### src/rtl/dft_probe_sequencer.sv
// ---------------------------------------------------------------------------
// dft_probe_sequencer
//
// Time-multiplexes a bank of DFT probe cells onto one shared observation
// return. A round-robin arbiter picks one requesting probe, raises its
// one-hot test-enable, waits SETTLE cycles, samples the synchronised return
// for DWELL cycles and reports the majority vote. A single GUARD cycle with
// all enables low separates consecutive grants (break-before-make).
//
// Optional build macro: DFT_PROBE_COUNT_EN
//   When defined, adds ones_cnt: raw ones count of the last completed grant
//   (updated with done, 0 on abort, 0 on reset).
//
// Ports:
//   clk       in   block clock
//   rst       in   synchronous active-high reset
//   req       in   [NPROBE] per-probe level request, sampled only in IDLE
//   abort     in   ends the current grant (honoured in SETTLE/DWELL only)
//   obs_i     in   shared return, asynchronous, two-flop synchronised
//   ten       out  [NPROBE] one-hot test-enable, all-zero when idle
//   busy      out  high from grant until return to IDLE
//   grant_id  out  [IDW] granted / last-granted probe index
//   done      out  one-cycle pulse, result/aborted valid
//   result    out  majority of dwell samples, held until next done
//   aborted   out  grant ended via abort, held until next done
//   ones_cnt  out  [4] (DFT_PROBE_COUNT_EN only) raw ones count
// ---------------------------------------------------------------------------
module dft_probe_sequencer #(
    parameter int NPROBE = 4,
    parameter int SETTLE = 3,
    parameter int DWELL  = 7,
    parameter int IDW    = 2
) (
    input  logic              clk,
    input  logic              rst,
    input  logic [NPROBE-1:0] req,
    input  logic              abort,
    input  logic              obs_i,
    output logic [NPROBE-1:0] ten,
    output logic              busy,
    output logic [IDW-1:0]    grant_id,
    output logic              done,
    output logic              result,
    output logic              aborted
`ifdef DFT_PROBE_COUNT_EN
    ,
    output logic [3:0]        ones_cnt
`endif
);

    typedef enum logic [1:0] {
        S_IDLE   = 2'd0,
        S_SETTLE = 2'd1,
        S_DWELL  = 2'd2,
        S_GUARD  = 2'd3
    } state_t;

    state_t            state_q, state_d;
    logic [3:0]        cnt_q, cnt_d;
    logic [3:0]        ones_q, ones_d;
    logic              abrt_q, abrt_d;
    logic [IDW-1:0]    ptr_q, ptr_d;
    logic [NPROBE-1:0] ten_q, ten_d;
    logic              busy_q, busy_d;
    logic [IDW-1:0]    gid_q, gid_d;
    logic              done_q, done_d;
    logic              res_q, res_d;
    logic              abo_q, abo_d;
`ifdef DFT_PROBE_COUNT_EN
    logic [3:0]        ocnt_q, ocnt_d;
`endif

    logic              obs_s1_q, obs_s2_q;

    // Round-robin pick: first requester at or after the pointer, wrapping.
    logic              arb_hit;
    logic [IDW-1:0]    arb_idx;
    always_comb begin
        int idx;
        arb_hit = 1'b0;
        arb_idx = '0;
        idx     = 0;
        for (int i = 0; i < NPROBE; i++) begin
            idx = int'(ptr_q) + i;
            if (idx >= NPROBE) idx = idx - NPROBE;
            if (!arb_hit && req[idx]) begin
                arb_hit = 1'b1;
                arb_idx = IDW'(idx);
            end
        end
    end

    always_comb begin
        state_d = state_q;
        cnt_d   = cnt_q;
        ones_d  = ones_q;
        abrt_d  = abrt_q;
        ptr_d   = ptr_q;
        ten_d   = ten_q;
        busy_d  = busy_q;
        gid_d   = gid_q;
        done_d  = 1'b0;
        res_d   = res_q;
        abo_d   = abo_q;
`ifdef DFT_PROBE_COUNT_EN
        ocnt_d  = ocnt_q;
`endif
        case (state_q)
            S_IDLE: begin
                if (arb_hit) begin
                    state_d = S_SETTLE;
                    ten_d   = NPROBE'(1) << arb_idx;
                    gid_d   = arb_idx;
                    busy_d  = 1'b1;
                    ptr_d   = (int'(arb_idx) == NPROBE - 1) ? '0 : arb_idx + IDW'(1);
                    cnt_d   = '0;
                    ones_d  = '0;
                    abrt_d  = 1'b0;
                end
            end
            S_SETTLE: begin
                if (abort) begin
                    state_d = S_GUARD;
                    ten_d   = '0;
                    abrt_d  = 1'b1;
                end else if (cnt_q == 4'(SETTLE - 1)) begin
                    state_d = S_DWELL;
                    cnt_d   = '0;
                end else begin
                    cnt_d   = cnt_q + 4'd1;
                end
            end
            S_DWELL: begin
                // abort outranks the final sample
                if (abort) begin
                    state_d = S_GUARD;
                    ten_d   = '0;
                    abrt_d  = 1'b1;
                end else begin
                    ones_d = ones_q + {3'b000, obs_s2_q};
                    if (cnt_q == 4'(DWELL - 1)) begin
                        state_d = S_GUARD;
                        ten_d   = '0;
                    end else begin
                        cnt_d   = cnt_q + 4'd1;
                    end
                end
            end
            S_GUARD: begin
                state_d = S_IDLE;
                busy_d  = 1'b0;
                done_d  = 1'b1;
                cnt_d   = '0;
                res_d   = !abrt_q && (ones_q > 4'(DWELL / 2));
                abo_d   = abrt_q;
`ifdef DFT_PROBE_COUNT_EN
                ocnt_d  = abrt_q ? 4'd0 : ones_q;
`endif
            end
            default: begin
                state_d = S_IDLE;
                ten_d   = '0;
                busy_d  = 1'b0;
                cnt_d   = '0;
            end
        endcase
    end

    always_ff @(posedge clk) begin
        if (rst) begin
            state_q  <= S_IDLE;
            cnt_q    <= '0;
            ones_q   <= '0;
            abrt_q   <= 1'b0;
            ptr_q    <= '0;
            ten_q    <= '0;
            busy_q   <= 1'b0;
            gid_q    <= '0;
            done_q   <= 1'b0;
            res_q    <= 1'b0;
            abo_q    <= 1'b0;
            obs_s1_q <= 1'b0;
            obs_s2_q <= 1'b0;
`ifdef DFT_PROBE_COUNT_EN
            ocnt_q   <= '0;
`endif
        end else begin
            state_q  <= state_d;
            cnt_q    <= cnt_d;
            ones_q   <= ones_d;
            abrt_q   <= abrt_d;
            ptr_q    <= ptr_d;
            ten_q    <= ten_d;
            busy_q   <= busy_d;
            gid_q    <= gid_d;
            done_q   <= done_d;
            res_q    <= res_d;
            abo_q    <= abo_d;
            obs_s1_q <= obs_i;
            obs_s2_q <= obs_s1_q;
`ifdef DFT_PROBE_COUNT_EN
            ocnt_q   <= ocnt_d;
`endif
        end
    end

    assign ten      = ten_q;
    assign busy     = busy_q;
    assign grant_id = gid_q;
    assign done     = done_q;
    assign result   = res_q;
    assign aborted  = abo_q;
`ifdef DFT_PROBE_COUNT_EN
    assign ones_cnt = ocnt_q;
`endif

endmodule

### config.mk
export PLATFORM = sky130hd
export DESIGN_NAME = dft_probe_sequencer
export DESIGN_NICKNAME = d
export VERILOG_FILES = /design/src/rtl/dft_probe_sequencer.sv
export SDC_FILE = /design/constraint.sdc
export NUM_CORES = 1
export LEC_CHECK = 0
export ABC_AREA = 1
export BUFFER_PORTS_ARGS = -buffer_cell sky130_fd_sc_hd__buf_2
export CAP_MARGIN = 40
export CORE_ASPECT_RATIO = 1.1
export CORE_MARGIN = 3
export CORE_UTILIZATION = 58
export DETAILED_ROUTE_END_ITERATION = 6
export PLACE_DENSITY_LB_ADDON = 0.2
export RECOVER_POWER = 25
export SYNTH_ARGS = -nofsm -noshare
export SYNTH_HDL_FRONTEND = slang
export SYNTH_SLANG_ARGS = --single-unit
### constraint.sdc
create_clock -name clk -period 2.6 [get_ports clk]
set_clock_uncertainty 0.15 [all_clocks]
set_input_delay 0.52 -clock clk [delete_from_list [all_inputs] [get_ports clk]]
set_output_delay 0.52 -clock clk [all_outputs]
set_load 0.005 [all_outputs]
# Word level (Yosys, flattened, before mapping)
# Index checks and enable logic that the tools add are counted.
# totals
out_inout_bits	10
register_bits	25
elab_cells	118
in_bits	8
# op_classes
eq_ne	14
n_lt_le_gt_ge	9
mux	50
shifts	1
add_sub_neg	10
n_reduce_logical	21
# ops
op	count
$lt A32 B4 Y1 const B	4
$mux W32	4
$mux W4	10
$mux W2	10
$mux W1	16
$pmux W4 S4	1
$pmux W4 S3	1
$sub A3 B3 Y4 const B	3
$ne A2 B2 Y1 const B	5
$ge A3 B3 Y1 const B	3
$reduce_and A3 Y1	3
$bmux W1 S2	4
$pmux W2 S4	1
$pmux W4 S2	1
$reduce_and A4 Y1	2
$add A2 B2 Y3 const B	2
$ne A3 B3 Y1 const B	2
$reduce_bool A2 Y1	3
$add A4 B1 Y4	1
$add A4 B1 Y4 const B	1
$eq A2 B1 Y1 const B	2
$eq A2 B2 Y1 const B	2
$eq A4 B2 Y1 const B	1
$eq A4 B3 Y1 const B	1
other kinds (14)	22

# Longest topological paths before layout
# logic_depth
ltp_word	18
depth_mapped	17
mapped_depth_nobuf	17

# Least setup slack after synthesis
# Ideal clock, no wire load.
# synth_timing
path_type	input to register
from	input port req[3]
to	register ptr_q[1]
n_path_buf	0
arrival_time_ns	1.722
cell_stages	12
required_ns	2.380
setup_ns	0.070
slack_ns	0.659
cell_sequence	inv_1 > nand2_2 > nand3_1 > nand2_2 > nor2_4 > nand4_1 > nand3_1 > inv_1 > ha_1 > nand2_1 > nand2_1 > a21oi_1
# synth_via
elab_chain_len	15
elab_cells_between_ends	30
cone_classes	1 x add/sub; 1 x eq/ne; 21 x mux; 7 x reduce/logical
# synth_rtl
element	line_no	text
from (decl)	36	input logic [NPROBE-1:0] req,
$bmux W1 S2	86	if (!arb_hit && req[idx]) begin
$mux W1 (not written as such) (2 in a row)	86	
$mux W1	86	
$logic_not A1 Y1	86	
$logic_and A1 B1 Y1	86	
$mux W1	86	
$logic_not A1 Y1	86	
$logic_and A1 B1 Y1	86	
$mux W1	86	
$logic_not A1 Y1	86	
$logic_and A1 B1 Y1	86	
$mux W2 *	86	
via arb_idx[1]	77	logic [IDW-1:0] arb_idx;
$add A2 B1 Y2 or $eq A2 B1 Y1 (tied branches)	115	ptr_d = (int'(arb_idx) == NPROBE - 1) ? '0 : arb_idx + IDW'(1);
$mux W2 *	115	
to (signal assigned)	192	ptr_q <= ptr_d;
to (decl)	62	logic [IDW-1:0] ptr_q, ptr_d;
# The timed path passes the listed nets; every way through them passes the cells marked *. The select of a mux whose other input is x is not followed.
# A chain may end at the register's enable or synchronous reset.

# Worst setup path after layout
# layout_timing
from	register ptr_q[0]
to	register ptr_q[1]
# layout_via
elab_chain_len	17
elab_cells_between_ends	45
cone_classes	8 x add/sub; 4 x order compare; 1 x eq/ne; 25 x mux; 7 x reduce/logical
# layout_rtl
element	line_no
branches (longest 14 deep; another with $sub A3 B3 Y4)	n/a
$mux W2 *	86
via arb_idx[1]	77
$add A2 B1 Y2 or $eq A2 B1 Y1 (tied branches)	115
$mux W2 *	115
# Mark *: on every way through the listed nets, which the timed path passes. The select of a mux whose other input is x is not followed.

==> results.toml <==
[sta]
hold_slack_ns = 0.234
timing.setup.tns_ns = 0
hold_violations = 0
clock.fmax_mhz = 449
tightest_slew_ns = 0.539
slew_violations = 0
post-route-min-period_ns = 2.23
finalSetupViolCount = 0
rsz0062_at_grt = "false"
relSlewSlack_pct = 64.1
fin_crit_sh_pct = 85.8

[finish]
diodes = 0
drive_gt1_share_pct = 14.7
instances_no_fill = 289
nets = 280
areaGrowthSynthToFinish_pct = 7.79
seq_area_um2 = 500
multi_input_comb_area_um2 = 961
fillers = 248

[die]
fp.dieH_um = 61.5
initial_core_util_pct = 62.6
core.rowCount = 19
die_x_um = 56.4
pin_count = 18
core_um2 = 2590
die_area_um2 = 3470

[worst_setup_path]
critical_path_required_ns = 2.71
path_class = "flip-flop to flip-flop"
start_kind = "flip-flop"
endpoint_kind = "flip-flop"
cp_max_fo = 9
cp.arrival_ns = 2.34

[synthesis]
postSynthAreaPerCell_um2 = 6.76
yosysWarnings = 0
ys_types = 27
yosys-top-cells-area = "dfxtp_1 (31%), nand2_1 (15%), ha_1 (10%), nor2_1 (7.6%), inv_1 (6.9%)"
synth_fa_ha_area_share_pct = 10.0
ys_seq_area_share_pct = 30.9
synth_area_um2 = 1620
yosysTopAreaCell = "dfxtp_1"
syn_inst = 240
synth_xor_area_share_pct = 1.62
synth_top_area_share_pct = 30.9
synth_nets = 261
synth-compound-area-share_pct = 10.4
synth_seq_cells = 25
synth_simple_gate_area_share_pct = 37.2
synth_top_family_by_area = "simple AND/OR/NAND/NOR gates"
muxShareOfSynthArea_pct = 0

[place]
place_congestion = 0.865
hpwl_um = 2440
port_buffers = 17
dpl.cell_count = 285

[drt]
drt_iter0_markers = 44
drt-pass1-iter-count = 4
drtAntennaViolNets = 0
drc = 0
wl_um = 3110
avgViaCountPerCell = 5.12
detail_route.wl_per_cell_um = 10.8
dr_total_vias = 1481

[clock_tree]
cts_buffers = 3
clk_pin_slew_ns = 0.15
clockBufferDepth = 2
cts_setup_buffers = 0
cts_sinks = 25
cts-root-buf = "clkbuf_4"
clk-insertion-delay-late_ns = 0.33
cts_resized = 0
ctsHoldBuffers = 0
cts_tree = "built"
cts_max_level = 1

[hold_path]
hp-class = "input pin to flip-flop"

[flow_run]
maxCapViolations = 0

[global_routing]
antenna_found_initial = 0
grt_pass1_wl_um = 5540
grt_pass1_vias = 1315
track_usage_pct = 20.2
grt-ovfl-total = 0
grt_max_degree = 17

[outcome]
run_status = "completed"

[power]
peakVddDrop_mv = 0.720
leakage_nw = 0.906
p_per_area_nw_per_um2 = 1080
-- registers in the layout (all words and copies together), names as in the netlist --
| signal | cells |
|---|---|
| ten | 4 |
| done | 1 |
| state_q | 2 |
| ones_q | 4 |
| abrt_q | 1 |
| cnt_q | 4 |
| aborted | 1 |
| busy | 1 |
| grant_id | 2 |
| obs_s2_q | 1 |
| ptr_q | 2 |
| result | 1 |
| obs_s1_q | 1 |
-- final cells by class --
| class | count | area share, % |
|---|---|---|
| Multi-Input combinational cell | 177 | 55.0 |
| Sequential cell | 25 | 28.6 |
| Inverter | 34 | 7.30 |
| Clock inverter | 1 | 0.429 |
| Timing Repair Buffer | 18 | 5.15 |
| Clock buffer | 3 | 1.29 |
| Tap cell | 31 | 2.22 |
-- path summary, 6_finish.rpt --
kind | cells after the start | endpoint | slack (ns) | start
max | 13 | ptr_q[1] | 0.37 | ptr_q[0]
min | 3 | obs_s1_q | 0.23 | obs_i
max reg2reg | 13 | ptr_q[1] | 0.37 | ptr_q[0]
min reg2reg | 2 | obs_s2_q | 0.26 | obs_s1_q
-- layout by cell type, fill, tap and decap left out, drive strengths merged, types with 2 or more instances in the layout --
| master | instances |
|---|---|
| buf | 16 |
| o21ai | 11 |
| dfxtp | 25 |
| a211oi | 2 |
| nor2 | 35 |
| nand4 | 6 |
| a21oi | 12 |
| clkbuf | 5 |
| o21a | 2 |
| xor2 | 2 |
| ha | 13 |
| nor3 | 2 |
| inv | 34 |
| nand2 | 71 |
| nand3 | 18 |
-- Yosys cell counts --
| cell | instances |
|---|---|
| nand2_1 | 64 |
| nor2_1 | 33 |
| inv_1 | 30 |
| dfxtp_1 | 25 |
| nand3_1 | 16 |
| ha_1 | 13 |
| a21oi_1 | 11 |
| o21ai_0 | 10 |
| nand2_2 | 7 |
| nand4_1 | 5 |
| inv_2 | 4 |
| a211oi_1 | 2 |
| buf_2 | 2 |
| buf_6 | 2 |
| nor3_1 | 2 |
| o21a_1 | 2 |
| xor2_1 | 2 |
| a21oi_4 | 1 |
| a311oi_1 | 1 |
| nand3_2 | 1 |
| nand3_4 | 1 |
| nand3b_1 | 1 |
| nand4_4 | 1 |
| nor2_2 | 1 |
| nor2_4 | 1 |
| o21ai_2 | 1 |
| xnor2_1 | 1 |
-- per-stage QoR --
step | total power, W | setup WS [ns] | utilization [%] | cell area (µm²)
6_report | 0.00189 | 0.370 | 67.5 | 1750
5_1_grt | 0.00212 | 0.0777 | 67.5 | 1750
4_1_cts | 0.00191 | 0.356 | 67.6 | 1750
3_5_place_dp | 0.00171 | 0.333 | 66.4 | 1720
3_3_place_gp | 0.00169 | 0.420 | 66.4 | 1720
2_1_floorplan | 0.00148 | 0.659 | - | 1620
-- routing by layer --
| layer | global-route usage, % | vias to the layer above | routed length (µm) |
|---|---|---|---|
| li1 | - | 796 | - |
| met2 | 34.6 | 24 | 1340 |
| met3 | 2.94 | 4 | 132 |
| met5 | 0 | - | 0 |
| met4 | 6.10 | 0 | 40 |
| met1 | 26.7 | 657 | 1590 |
-- logic make-up after synthesis --
| family | after synthesis |
|---|---|
| compound gates | 28 |
| fa+ha+maj | 13 |
| xor+xnor | 3 |
| flops | 25 |
| simple gates | 133 |
| buf+inv | 38 |
-- critical path, stage by stage, from the launching register on --
cell and delay (ns):
dfxtp_1 0.48, inv_2 0.13, nand2_1 0.08, nand2_1 0.10
nand2_1 0.12, nand2_2 0.07, nor2_4 0.15, nand4_1 0.10
nand3_1 0.17, inv_1 0.09, ha_1 0.30, nand2_1 0.06
nand2_1 0.05, a21oi_1 0.12
-- power by group --
part,switching (W),internal [W],total (W)
Combinational,0.000726,0.000403,0.00113
Clock,0.000123,0.0000588,0.000181
Sequential,0.0000849,0.000493,0.000578
Note: power is estimated with default switching activity, not from simulation.
